**src/rtl/button_value_entry_pkg.sv**
```systemverilog
// Shared definitions for the button value entry front end: FSM state
// encoding and default debounce timing.
package button_value_entry_pkg;

    // Default debounce length and counter width (2**CNT_W must exceed DEB_CYCLES).
    localparam int DEB_CYCLES_DEFAULT = 250000;
    localparam int CNT_W_DEFAULT      = 18;

    // Width of the bit counter presented to the controller.
    localparam int COUNT_W = 4;

    typedef enum logic [1:0] {
        S_IDLE   = 2'd0,
        S_ENTRY  = 2'd1,
        S_FULL   = 2'd2,
        S_COMMIT = 2'd3
    } state_t;

endpackage

```
**src/rtl/button_value_entry_if.sv**
```systemverilog
// Signal bundle between the controller/board side and the value entry block.
// The slave side is the entry block; the master side drives buttons and enable.
interface button_value_entry_if
    import button_value_entry_pkg::*;
#(
    parameter int WIDTH = 8
);
    logic               enable;
    logic               btn_zero_n;
    logic               btn_one_n;
    logic               btn_next_n;
    logic [WIDTH-1:0]   value;
    logic               value_ready;
    logic [WIDTH-1:0]   cur_value;
    logic [COUNT_W-1:0] bit_count;

    modport slave (
        input  enable, btn_zero_n, btn_one_n, btn_next_n,
        output value, value_ready, cur_value, bit_count
    );

    modport master (
        output enable, btn_zero_n, btn_one_n, btn_next_n,
        input  value, value_ready, cur_value, bit_count
    );
endinterface

```
**src/rtl/button_value_entry_btn_conditioner.sv**
```systemverilog
// Conditions one raw active-low push button: 2-FF synchroniser, debounce
// counter, and a single-cycle pulse on each accepted press.
module btn_conditioner
    import button_value_entry_pkg::*;
#(
    parameter int DEB_CYCLES = DEB_CYCLES_DEFAULT,
    parameter int CNT_W      = CNT_W_DEFAULT
) (
    input  logic clk,
    input  logic rst,
    input  logic btn_n_i,
    output logic press_o
);
    localparam logic [CNT_W-1:0] CNT_LAST = CNT_W'(DEB_CYCLES - 1);

    logic             sync1_q;
    logic             sync2_q;
    logic             level_q;
    logic             press_q;
    logic [CNT_W-1:0] cnt_q;

    // Bring the asynchronous button level into the clock domain.
    always_ff @(posedge clk) begin
        // NOTE: sequential state uses non-blocking assignments so every register
        // samples the pre-edge value of the others; sync2_q must see the old sync1_q.
        if (rst) begin
            sync1_q <= 1'b1;
            sync2_q <= 1'b1;
        end else begin
            sync1_q <= btn_n_i;
            sync2_q <= sync1_q;
        end
    end

    // Accept a new level only after DEB_CYCLES consecutive differing samples;
    // emit one pulse when the accepted level becomes pressed.
    always_ff @(posedge clk) begin
        if (rst) begin
            cnt_q   <= '0;
            level_q <= 1'b1;
            press_q <= 1'b0;
        end else begin
            press_q <= 1'b0;
            if (sync2_q == level_q) begin
                cnt_q <= '0;
            end else if (cnt_q == CNT_LAST) begin
                cnt_q   <= '0;
                level_q <= sync2_q;
                press_q <= ~sync2_q;
            end else begin
                cnt_q <= cnt_q + 1'b1;
            end
        end
    end

    assign press_o = press_q;

endmodule

```
**src/rtl/button_value_entry.sv**
```systemverilog
// Button value entry: three conditioned buttons feed an MSB-first shift
// register; confirm presents the value to the controller with a ready pulse.
module button_value_entry
    import button_value_entry_pkg::*;
#(
    parameter int WIDTH      = 8,
    parameter int DEB_CYCLES = DEB_CYCLES_DEFAULT,
    parameter int CNT_W      = CNT_W_DEFAULT
) (
    input  logic                 clk,
    input  logic                 rst,
    button_value_entry_if.slave  bus
);
    localparam logic [COUNT_W-1:0] FULL_COUNT = COUNT_W'(WIDTH);

    logic zero_ev;
    logic one_ev;
    logic next_ev;

    state_t             state_q, state_d;
    logic [WIDTH-1:0]   cur_q,   cur_d;
    logic [WIDTH-1:0]   value_q, value_d;
    logic [COUNT_W-1:0] cnt_q,   cnt_d;

    btn_conditioner #(.DEB_CYCLES(DEB_CYCLES), .CNT_W(CNT_W)) u_zero (
        .clk(clk), .rst(rst), .btn_n_i(bus.btn_zero_n), .press_o(zero_ev)
    );
    btn_conditioner #(.DEB_CYCLES(DEB_CYCLES), .CNT_W(CNT_W)) u_one (
        .clk(clk), .rst(rst), .btn_n_i(bus.btn_one_n), .press_o(one_ev)
    );
    btn_conditioner #(.DEB_CYCLES(DEB_CYCLES), .CNT_W(CNT_W)) u_next (
        .clk(clk), .rst(rst), .btn_n_i(bus.btn_next_n), .press_o(next_ev)
    );

    // State, shift register, bit counter and committed value.
    always_ff @(posedge clk) begin
        if (rst) begin
            state_q <= S_IDLE;
            cur_q   <= '0;
            value_q <= '0;
            cnt_q   <= '0;
        end else begin
            state_q <= state_d;
            cur_q   <= cur_d;
            value_q <= value_d;
            cnt_q   <= cnt_d;
        end
    end

    // Next-state logic. The value is captured on the confirm event so that it
    // is already valid during the ready cycle; the shift register clears after it.
    always_comb begin
        // NOTE: every signal gets a default first so no path leaves it unassigned,
        // which would otherwise infer a latch.
        state_d = state_q;
        cur_d   = cur_q;
        value_d = value_q;
        cnt_d   = cnt_q;
        unique case (state_q)
            S_IDLE: begin
                if (bus.enable) begin
                    state_d = (cnt_q == FULL_COUNT) ? S_FULL : S_ENTRY;
                end
            end
            S_ENTRY, S_FULL: begin
                if (!bus.enable) begin
                    state_d = S_IDLE;
                end else if (next_ev) begin
                    value_d = cur_q;
                    state_d = S_COMMIT;
                end else if (state_q == S_ENTRY && (zero_ev ^ one_ev)) begin
                    cur_d = {cur_q[WIDTH-2:0], one_ev};
                    cnt_d = cnt_q + 1'b1;
                    if (cnt_q == FULL_COUNT - 1'b1) begin
                        state_d = S_FULL;
                    end
                end
            end
            S_COMMIT: begin
                cur_d   = '0;
                cnt_d   = '0;
                state_d = bus.enable ? S_ENTRY : S_IDLE;
            end
            default: state_d = S_IDLE;
        endcase
    end

    assign bus.value       = value_q;
    assign bus.value_ready = (state_q == S_COMMIT);
    assign bus.cur_value   = cur_q;
    assign bus.bit_count   = cnt_q;

endmodule

```
**src/flat_wrapper.sv**
```systemverilog
// flat-port wrapper written by rule: the top's interface ports become plain ports
module button_value_entry_flat import button_value_entry_pkg::*;
#(
    parameter int WIDTH      = 8,
    parameter int DEB_CYCLES = DEB_CYCLES_DEFAULT,
    parameter int CNT_W      = CNT_W_DEFAULT
)
  (clk, rst, bus_enable, bus_btn_zero_n, bus_btn_one_n, bus_btn_next_n, bus_value, bus_value_ready, bus_cur_value, bus_bit_count);
  button_value_entry_if #(.WIDTH(WIDTH)) bus_i ();
  input  logic clk;
  input  logic rst;
  input wire logic [$bits(bus_i.enable)-1:0] bus_enable;
  input wire logic [$bits(bus_i.btn_zero_n)-1:0] bus_btn_zero_n;
  input wire logic [$bits(bus_i.btn_one_n)-1:0] bus_btn_one_n;
  input wire logic [$bits(bus_i.btn_next_n)-1:0] bus_btn_next_n;
  output wire logic [$bits(bus_i.value)-1:0] bus_value;
  output wire logic [$bits(bus_i.value_ready)-1:0] bus_value_ready;
  output wire logic [$bits(bus_i.cur_value)-1:0] bus_cur_value;
  output wire logic [$bits(bus_i.bit_count)-1:0] bus_bit_count;
  assign bus_i.enable = bus_enable;
  assign bus_i.btn_zero_n = bus_btn_zero_n;
  assign bus_i.btn_one_n = bus_btn_one_n;
  assign bus_i.btn_next_n = bus_btn_next_n;
  assign bus_value = bus_i.value;
  assign bus_value_ready = bus_i.value_ready;
  assign bus_cur_value = bus_i.cur_value;
  assign bus_bit_count = bus_i.bit_count;
  button_value_entry #(.WIDTH(WIDTH), .DEB_CYCLES(DEB_CYCLES), .CNT_W(CNT_W)) u_core (.clk(clk), .rst(rst), .bus(bus_i));
endmodule
```
**config.mk**
```make
export PLATFORM = sky130hd
export DESIGN_NAME = button_value_entry_flat
export DESIGN_NICKNAME = d
export VERILOG_FILES = /design/src/rtl/button_value_entry_pkg.sv /design/src/rtl/button_value_entry_if.sv /design/src/rtl/button_value_entry_btn_conditioner.sv /design/src/rtl/button_value_entry.sv /design/src/flat_wrapper.sv
export SDC_FILE = /design/constraint.sdc
export NUM_CORES = 1
export LEC_CHECK = 0
export BUFFER_PORTS_ARGS = -buffer_cell sky130_fd_sc_hd__buf_2
export CORE_MARGIN = 5
export CORE_UTILIZATION = 35
export DETAILED_ROUTE_END_ITERATION = 12
export GPL_TIMING_DRIVEN = 0
export HOLD_SLACK_MARGIN = 0.05
export PLACE_DENSITY_LB_ADDON = 0.25
export SYNTH_ARGS = -nofsm -noshare
export SYNTH_HDL_FRONTEND = slang
export SYNTH_SLANG_ARGS = --single-unit
```
**constraint.sdc**
```tcl
create_clock -name clk -period 3.04 [get_ports clk]
set_clock_uncertainty 0.05 [all_clocks]
set_input_delay 0.456 -clock clk [delete_from_list [all_inputs] [get_ports clk]]
set_output_delay 0.456 -clock clk [all_outputs]
set_load 0.005 [all_outputs]
```
# Yosys cells after proc, flatten, opt, wreduce, memory -nomap -nowiden
# Index checks and enable logic that the tools add are counted.
[word_totals]
output_inout_bits = 21
input_bits = 6
latchBits = 0
mem_count = 0
ramBits = 0
romBits = 0
reg_bits = 88
[classes]
eq_ne = 17
n_bitwise = 10
addsub = 4
reduce_logical = 16
div_mod_pow = 0
muxes = 16
mul = 0
shifts = 0
magnitude_cmp = 0
[ops]
columns = ["op", "count"]
rows = [
  ["adder 18 x 1 -> 18 bit (second input constant)", 3],
  ["equality test 18 bit (second input constant)", 3],
  ["2-to-1 mux 8 bit", 3],
  ["OR reduction 3 bit", 6],
  ["case mux 8 bit (2 select lines)", 1],
  ["2-to-1 mux 2 bit", 6],
  ["2-to-1 mux 4 bit", 3],
  ["NOT 1 bit", 9],
  ["inequality test 4 x 3 -> 1 bit (second input constant)", 2],
  ["case mux 4 bit (2 select lines)", 1],
  ["inequality test 2 bit (second input constant)", 3],
  ["case mux 2 bit (3 select lines)", 1],
  ["AND reduction 2 bit", 3],
  ["AND reduction 3 bit", 2],
  ["adder 4 x 1 -> 4 bit (second input constant)", 1],
  ["equality test 2 bit (second input constant)", 2],
  ["equality test 4 x 3 -> 1 bit (second input constant)", 1],
  ["equality test 4 bit (second input constant)", 1],
  ["AND reduction 4 bit", 1],
  ["equality test 1 bit", 3],
  ["equality test 2 x 1 -> 1 bit (second input constant)", 1],
  ["zero test 2 bit", 1],
  ["inequality test 2 x 1 -> 1 bit (second input constant)", 1],
  ["nonzero test 2 bit", 1],
  ["other kinds (4)", 4],
]

# Logic depth before layout (Yosys ltp)
# Gate-level depths: netlist of the first run.
[logic_depth]
word_depth = 6
mapped_depth = 7
ltp_nobuf = 6

# Hierarchy
# Synthesis of the first run repeated with hierarchy kept, for this count alone.
[hier_totals]
cells_unflattened = 439
hier_area_um2 = 4262.8
[by_module_without_submodules]
columns = ["module", "n_inst", "seq_area_each_um2", "cells_per_inst", "area_each_um2"]
rows = [
  ["btn_conditioner", 3, 440.4, 108, 1057.3],
  ["button_value_entry", 1, 440.4, 115, 1091.0],
]

# Worst setup path before layout of the first run
# Ideal clock, no wire load.
[synth_timing]
path_kind = "register to register"
startpoint = "register u_core.u_one.cnt_q[0]"
endpoint = "register u_core.u_one.cnt_q[16]"
setup_slack_ns = 1.184
path_stages_with_launch = 6
arrival_time_ns = 1.736
t_required_ns = 2.920
path_buffers = 0
path_cell_list = "dfxtp_1 -> ha_1 -> nand3_2 -> or4_1 -> or3_1 -> a21oi_1"
[synth_between]
elab_chain_cells = 2
[synth_rtl]
columns = ["element", "line", "text"]
rows = [
  ["start: declaration", "button_value_entry_btn_conditioner.sv:20", "logic [CNT_W-1:0] cnt_q;"],
  ["start signal: assignment", "button_value_entry_btn_conditioner.sv:51", "cnt_q <= cnt_q + 1'b1;"],
  ["branches (longest 2 deep; another with adder 18 x 1 -> 18 bit)", "--", ""],
]
# Several ways; the timed one is not identified.
# A chain may end at the register's enable or synchronous reset.

# Worst setup path after layout of the first run
[layout_timing]
startpoint = "register u_core.u_one.cnt_q[0]"
endpoint = "register u_core.u_one.cnt_q[10]"
# Same word-level chain as after synthesis.

==> results of run 1 <==
==> registers in the layout, indices dropped and copies added, names as in the netlist, 2 cells and up <==
register	count
u_core.bus.bit_count	4
u_core.bus.cur_value	8
u_core.bus.value	8
u_core.state_q	2
u_core.u_next.cnt_q	18
u_core.u_one.cnt_q	18
u_core.u_zero.cnt_q	18
==> cells in the final DEF, fill, tap and decap left out, drive strengths merged, types with 3 or more instances in the layout <==
master / instances
dfxtp: 88
nor2: 58
xnor2: 36
nand2: 34
a21oi: 32
buf: 28
o21ai: 20
clkbuf: 20
nand3: 19
inv: 18
nor3: 13
nand4: 13
nor4: 11
nand4b: 10
ha: 9
or4: 9
or2: 9
xor2: 8
or3: 6
o31ai: 5
and4: 5
and3: 4
nor4b: 3
==> kinds of logic (layout without fill, tap and decap cells) <==
logic type / Yosys count / after routing
DFF: 88 / 88
and+or+nand+nor: 203 / 203
buffers and inverters: 30 / 71
muxes: 2 / 2
xor gates and xnor gates: 44 / 44
AOI/OAI and AO/OA: 66 / 66
adders and majority gates: 9 / 9
==> final cells by class <==
type | count | area (µm²)
sequential | 88 | 1760
clock buffer | 11 | 141
multi-input combinational | 324 | 2000
clock inverter | 5 | 80.1
tap | 140 | 175
timing repair buffer | 25 | 125
buffer | 12 | 48.8
inverter | 18 | 67.6
fill | 1120 | 6440
==> critical path: stages (launching register included) <==
cell                      delay, ps
sky130_fd_sc_hd__dfxtp_1        400
sky130_fd_sc_hd__ha_1           220
sky130_fd_sc_hd__nand3_2        190
sky130_fd_sc_hd__or3_1          430
sky130_fd_sc_hd__o21ai_2        340
sky130_fd_sc_hd__buf_2          290
sky130_fd_sc_hd__nor2_1          70
==> metal layers <==
metal  vias to the layer above  global-route usage [%]  wire length [µm]
li1                       1624                       -                 -
met1                      1465                    15.4              3810
met4                         0                    5.01               118
met3                        13                    2.68               296
met5                         -                       0                 0
met2                        34                    20.7              3420
==> worst max-delay path by stage <==
| stage | from | endpoint | slack, ps | depth (start not counted) |
|---|---|---|---|---|
| 6_report | u_core.u_one.cnt_q[0] | u_core.u_one.cnt_q[10] | 940 | 6 |
| 4_1_cts | u_core.u_one.cnt_q[0] | u_core.u_one.cnt_q[13] | 920 | 6 |
| 5_1_grt | u_core.u_zero.cnt_q[13] | u_core.u_zero.cnt_q[15] | 720 | 5 |
| 3_3_place_gp | u_core.u_one.cnt_q[0] | u_core.u_one.cnt_q[12] | 980 | 6 |
| 3_5_place_dp | u_core.u_one.cnt_q[0] | u_core.u_one.cnt_q[9] | 950 | 6 |
| 2_1_floorplan | u_core.u_one.cnt_q[0] | u_core.u_one.cnt_q[16] | 1180 | 5 |
==> stage by stage <==
| step | power (W) | instances | util [%] | hold WS [ps] |
|---|---|---|---|---|
| after floorplan | 0.00137 | 442 | - | 339 |
| after global placement | 0.00144 | 607 | 38.5 | 352 |
| after detailed placement | 0.00144 | 607 | 38.5 | 351 |
| after CTS | 0.00233 | 623 | 40.6 | 224 |
| after global routing | 0.00241 | 623 | 40.6 | 230 |
| final | 0.00231 | 623 | 40.6 | 235 |
==> power groups by stage <==
| stage | sequential, W | clock (W) | combinational, W |
|---|---|---|---|
| 2_1_floorplan | 0.00121 | 0 | 0.000162 |
| 3_3_place_gp | 0.00122 | 0 | 0.000221 |
| 3_5_place_dp | 0.00122 | 0 | 0.000226 |
| 4_1_cts | 0.00119 | 0.000916 | 0.000227 |
| 5_1_grt | 0.00119 | 0.000962 | 0.000258 |
| 6_report | 0.00119 | 0.000896 | 0.000227 |
==> metrics.md, run 1 <==
| Metric | Value |
|---|---|
| Root cell of the clock tree | sky130_fd_sc_hd__clkbuf_8 |
| Leakage power of the design | between 1 and 1.5 nW |
| Clock latency on the worst-skew pair | around 360 ps |
| Reg-to-reg startpoint | u_core.u_one.cnt_q[0] |
| Gate Count Post-Synth | roughly 440 |
| First-pass iteration count of the detailed router | 4 |
| Clock net sink count | 88 |
| Top-area cell type share of the netlist area | between 40% and 50% |
| Result of the run | complete, no violations |
| Average vias per placed instance | around 5 |
| Startpoint kind of the worst setup timing path | flop |
| Register-to-register setup slack | about 940 ps |
| Setup violation total in the final timing report | 0 |
| Synthesized area per cell | between 8 and 9 µm² |
| Worst setup slack before clock tree synthesis | ~950 ps |
| Critical path peak fanout | 10 |
| Buffer count from post-CTS setup fixing | 0 |
| Vias | 3,136 |
| End of the worst register-to-register path | u_core.u_one.cnt_q[10] |
| Cell row count | 38 |
| Hold path start | bus_btn_zero_n |
| Detailed placer's ending HPWL | ~5500 µm |
| Arrival time of the worst setup path | between 2000 and 2500 ps |
| Fraction of power spent switching nets | about a quarter |
| Number of H-tree levels | 3 |
| Residual antenna-violating net count after detailed routing | 0 |
| Total power density per cell area | between 500 and 600 nW/µm² |
| Worst hold path class | in -> reg |
| Worst-margin pin slew | ~730 ps |
| Core area | approximately 11,000 µm² |
| VDD IR max | 262 µV |
| Sequential fraction of design power | roughly half |
| Placement Cell Area | 4180 µm² |
| Clock tree from TritonCTS | done |
| Initial antenna violation count | 0 |
| Switching power total | around 0.00059 W |
| Initial cell density of the core | 35.7% |
| Total length of routed wires | between 7000 and 8000 µm |
| Main combinational cell family by area after synthesis | simple AND/OR/NAND/NOR gates |
| Pins over their slew limit | 0 |
| Type of destination of the critical path | flop |
| Largest net degree at the start of global routing | 15 |
| Longest Clk Path Bufs | 2 |
| Num CTS Buffers | 9 |
| Die outline width | 115 µm |
| Slack of the critical path | 937 ps |
| Total global-route track usage | around 12% |
| Number of synthesized register bits | slightly below 90 |
| Final-stage net count | 493 |
| Share of async-settable or async-resettable flops after synthesis | 0% |
| # port buffers | 25 |
| Die Ht | 115 µm |
| DR iter-0 viols | ~100 |
| Sequential cell area fraction in the yosys report | between 40 and 50% |
| Cts-stage hold buffer count | 0 |
| Dominant cell by count in the synthesized netlist | sky130_fd_sc_hd__dfxtp_1 |
| Share of power burned in the clock network | 38.7% |
| Required time of the critical path | 3240 ps |
| Number of global-route vias before repair | around 3,000 |
| Cell types occupying the most area after synthesis | sky130_fd_sc_hd__dfxtp_1, sky130_fd_sc_hd__xnor2_1, sky130_fd_sc_hd__nor2_1, sky130_fd_sc_hd__a21oi_1, sky130_fd_sc_hd__nand2_1 |
| Min Tclk post-route | 2100 ps |
| Gates resized, CTS repair | 0 |
| Global-route wire length before repair | 13,600 µm |
| DRC viols | 0 |
| Cell depth of the worst flop-to-flop path | 6 |
| Most instantiated cells after synthesis | sky130_fd_sc_hd__dfxtp_1, sky130_fd_sc_hd__nor2_1, sky130_fd_sc_hd__xnor2_1 |
| Internal cell power | around 0.0017 W |
| Hold path cells | 2 |
| Startpoint-to-endpoint class of the critical path | reg -> reg |
| Synth Net Count | between 400 and 500 |
| Simple-gate portion of the synthesized area | between 20% and 30% |
| Synth area leader | sky130_fd_sc_hd__dfxtp_1 |
| Die footprint | ~13,000 µm² |
| Comb power frac | 9.8% |
| Synthesized-area fraction occupied by adder cells | roughly 2.9% |
| Multiplexer fraction of the synthesized cell area | less than 1% |
| End of the worst hold path | u_core.u_zero.sync1_q |
| Final weighted congestion of routability-driven global placement | slightly below 0.8 |
| Synthesis-to-layout area growth | 13.5% |
| Post-route cell area | approximately 4400 µm² |
| Cell variety after synth | 46 |
| Clock-pin slew on the worst setup and hold paths | 90 ps |
| Remaining global-route overflow | 0 |
| Count of maximum capacitance violations | 0 |
| Ratio of cells with drive above 1 in the final layout | 11.8% |
| Drt wl/cell | roughly 12 µm |
| Most common flop cell mapped by yosys | sky130_fd_sc_hd__dfxtp_1 |
| Number of flops mapped to enable cells by yosys | 0 |
| Number of I/O pins | 27 |
| Highest Clock Rate | approximately 480 MHz |
| Worst slew margin | 51.3% |
| Combined area of all synthesized cells | around 3900 µm² |
| Final period util | 69.2% |
| Final Hold Vio Count | 0 |
| Ant diodes | 0 |
| Complex-gate fraction of the synthesized area | slightly below 10% |
| Fraction of synthesized cell area in xor and xnor cells | 9.95% |
| Ys Warns | 0 |
| Setup TNS | 0 ps |
| RSZ-0062 raised after global routing | false |
No activity file was read; power rests on OpenSTA's default activity.
==> run 2, diff against run 1 <==
Clock period 3.04 ns to 1.9 ns, I/O delays scaled along.
==> metrics.md, run 2 (synthesis gave the netlist of run 1 again) <==
| Metric | Value |
|---|---|
| Result of the run | complete, no violations |
| Switching power total | 0.000938 W (+60%) |
| Detailed placer's ending HPWL | 5490 µm (unchanged) |
| Placed Cells | 607 (unchanged) |
| Residual antenna-violating net count after detailed routing | 0 (unchanged) |
| Worst hold path class | in -> reg |
| Die footprint | 13,300 µm² (unchanged) |
| DR iter-0 viols | 93 (-7.9%) |
| Slack of the critical path | 69.4 ps (-868 ps) |
| Leakage power of the design | 1.49 nW (+4.8%) |
| Ant diodes | 0 (unchanged) |
| Number of fill cells in the layout | 1,107 (-1.2%) |
| VDD IR max | 431 µV (+65%) |
| Final Non-Filler Cells | 632 (+1.4%) |
| Most common cell after layout, fill and taps aside | sky130_fd_sc_hd__dfxtp_1 |
| Min Tclk post-route | 1830 ps (-272 ps) |
| Fraction of power spent switching nets | 25.2% (-0.17 points) |
| Clock net sink count | 88 (unchanged) |
| Pins over their slew limit | 0 (unchanged) |
| Arrival time of the worst setup path | 2060 ps (-240 ps) |
| Die outline width | 115 µm (unchanged) |
| Total length of routed wires | 7850 µm (+2.6%) |
| Longest Clk Path Bufs | 2 (unchanged) |
| Final period util | 96.3% (+27 points) |
| Cts-stage hold buffer count | 0 (unchanged) |
| Core area | 10,800 µm² (unchanged) |
| Count of maximum capacitance violations | 0 (unchanged) |
| Power, Total | 0.00372 W (+61%) |
| Startpoint kind of the worst setup timing path | flop |
| Remaining global-route overflow | 0 (unchanged) |
| Internal cell power | 0.00279 W (+61%) |
| Worst-margin pin slew | 498 ps (-233 ps) |
| Final Hold Vio Count | 0 (unchanged) |
| Number of H-tree levels | 3 (unchanged) |
| Post-route worst hold slack | 71.4 ps (-163 ps) |
| First-pass iteration count of the detailed router | 4 (unchanged) |
| Clock latency on the worst-skew pair | 350 ps (about the same) |
| Final-stage net count | 502 (+1.8%) |
| Critical path peak fanout | 7 (-3) |
| Sequential fraction of design power | 51.2% (-0.2 points) |
| Vias | 3,177 (+1.3%) |
| Worst setup slack before clock tree synthesis | -192 ps (-1140 ps) |
| Total power density per cell area | 813 nW/µm² (+54%) |
| Die Ht | 115 µm (unchanged) |
| Comb power frac | 10.6% (+0.8 points) |
| Num CTS Buffers | 9 (unchanged) |
| Worst slew margin | 66.8% (+16 points) |
| Register-to-register setup slack | 70 ps (-870 ps) |
| Highest Clock Rate | 546 MHz (+15%) |
| Final core utilization | 42.3% (+1.7 points) |
| Clock-pin slew on the worst setup and hold paths | 90 ps (about the same) |
| Required time of the critical path | 2130 ps (-1110 ps) |
| Average vias per placed instance | 5.03 (-0.14%) |
| # port buffers | 25 (unchanged) |
| Clock tree from TritonCTS | done |
| Global-route wire length before repair | 13,700 µm (+0.45%) |
| DRC viols | 0 (unchanged) |
| Number of global-route vias before repair | 3,024 (+0.066%) |
| Largest net degree at the start of global routing | 15 (unchanged) |
| Initial cell density of the core | 35.7% (unchanged) |
| Drt wl/cell | 12.4 µm (+1.1%) |
| Type of destination of the critical path | flop |
| Largest registers ranked by flip-flop count | u_core.u_next.cnt_q: 18 flops, u_core.u_one.cnt_q: 18 flops, u_core.u_zero.cnt_q: 18 flops |
| Setup violation total in the final timing report | 0 (unchanged) |
| Share of power burned in the clock network | 38.3% (-0.4 points) |
| Final weighted congestion of routability-driven global placement | 0.786 (unchanged) |
| Initial antenna violation count | 0 (unchanged) |
| Total global-route track usage | 12.4% (+0.032 points) |
| Startpoint-to-endpoint class of the critical path | reg -> reg |
| Synthesis-to-layout area growth | 18.2% |
| Cell row count | 38 (unchanged) |
| Number of I/O pins | 27 (unchanged) |
| Root cell of the clock tree | sky130_fd_sc_hd__clkbuf_8 |
| Ratio of cells with drive above 1 in the final layout | 17.3% (+5.5 points) |
| Commonest cells after routing, fill and taps aside | sky130_fd_sc_hd__dfxtp_1, sky130_fd_sc_hd__nor2_1, sky130_fd_sc_hd__xnor2_1 |
-- run 2: repair_timing --
item / 4_1_cts / 5_1_grt
pin swaps: 1 / 5
hold endpoints to repair: 0 / 0
setup endpoints to repair: 33 / 41
gates resized for setup: 13 / 19
setup buffers: 1 / 8
-- run 2: worst paths after layout --
| check | end | start | depth (start not counted) |
|---|---|---|---|
| worst max register to register | u_core.u_one.cnt_q[15] | u_core.u_one.cnt_q[5] | 4 |
| worst min-delay path | u_core.u_zero.sync1_q | bus_btn_zero_n | 2 |
| worst max-delay path | u_core.u_one.cnt_q[15] | u_core.u_one.cnt_q[5] | 4 |
| worst min register to register | u_core.u_next.sync2_q | u_core.u_next.sync1_q | 1 |
-- run 2: area by class of cell --
type	instances	area (µm²)	area share, %
repair buffers	34	193	4.21
plain buffers	12	58.8	1.28
well taps	140	175	3.82
clock inverters	5	80.1	1.75
flip-flops and latches	88	1770	38.7
multi-input cells	324	2090	45.7
inverters	18	67.6	1.47
clock buffers	11	141	3.09
-- run 2: critical path, stage by stage, from the launching register on --
cell and delay [ps]:
sky130_fd_sc_hd__dfxtp_1 450, sky130_fd_sc_hd__nand4_4 170, sky130_fd_sc_hd__or4_4 580, sky130_fd_sc_hd__or3_1 370
sky130_fd_sc_hd__a21oi_1 140
-- run 2: per-layer routing --
layer	GRT usage [%]	vias to the layer above	share of wire [%]
li1	-	1646	-
met1	15.4	1488	49
met2	20.8	35	46
met3	2.68	8	3.6
met4	5.01	0	1.4
met5	0	-	0
-- run 2: power by group through the flow --
stage	clock, W	combinational, W	sequential (W)
after floorplan	0	0.000259	0.00194
after global placement	0	0.000353	0.00195
after detailed placement	0	0.000361	0.00195
after CTS	0.00147	0.000373	0.00190
after global routing	0.00154	0.000441	0.00191
final	0.00143	0.000393	0.00191
-- run 2: through the flow --
step                      instance area, µm²  setup TNS (ps)
after floorplan                         3870               0
after global placement                  4180           -4230
after detailed placement                4180           -5260
after CTS                               4470               0
after global routing                    4580           -40.2
final                                   4580               0
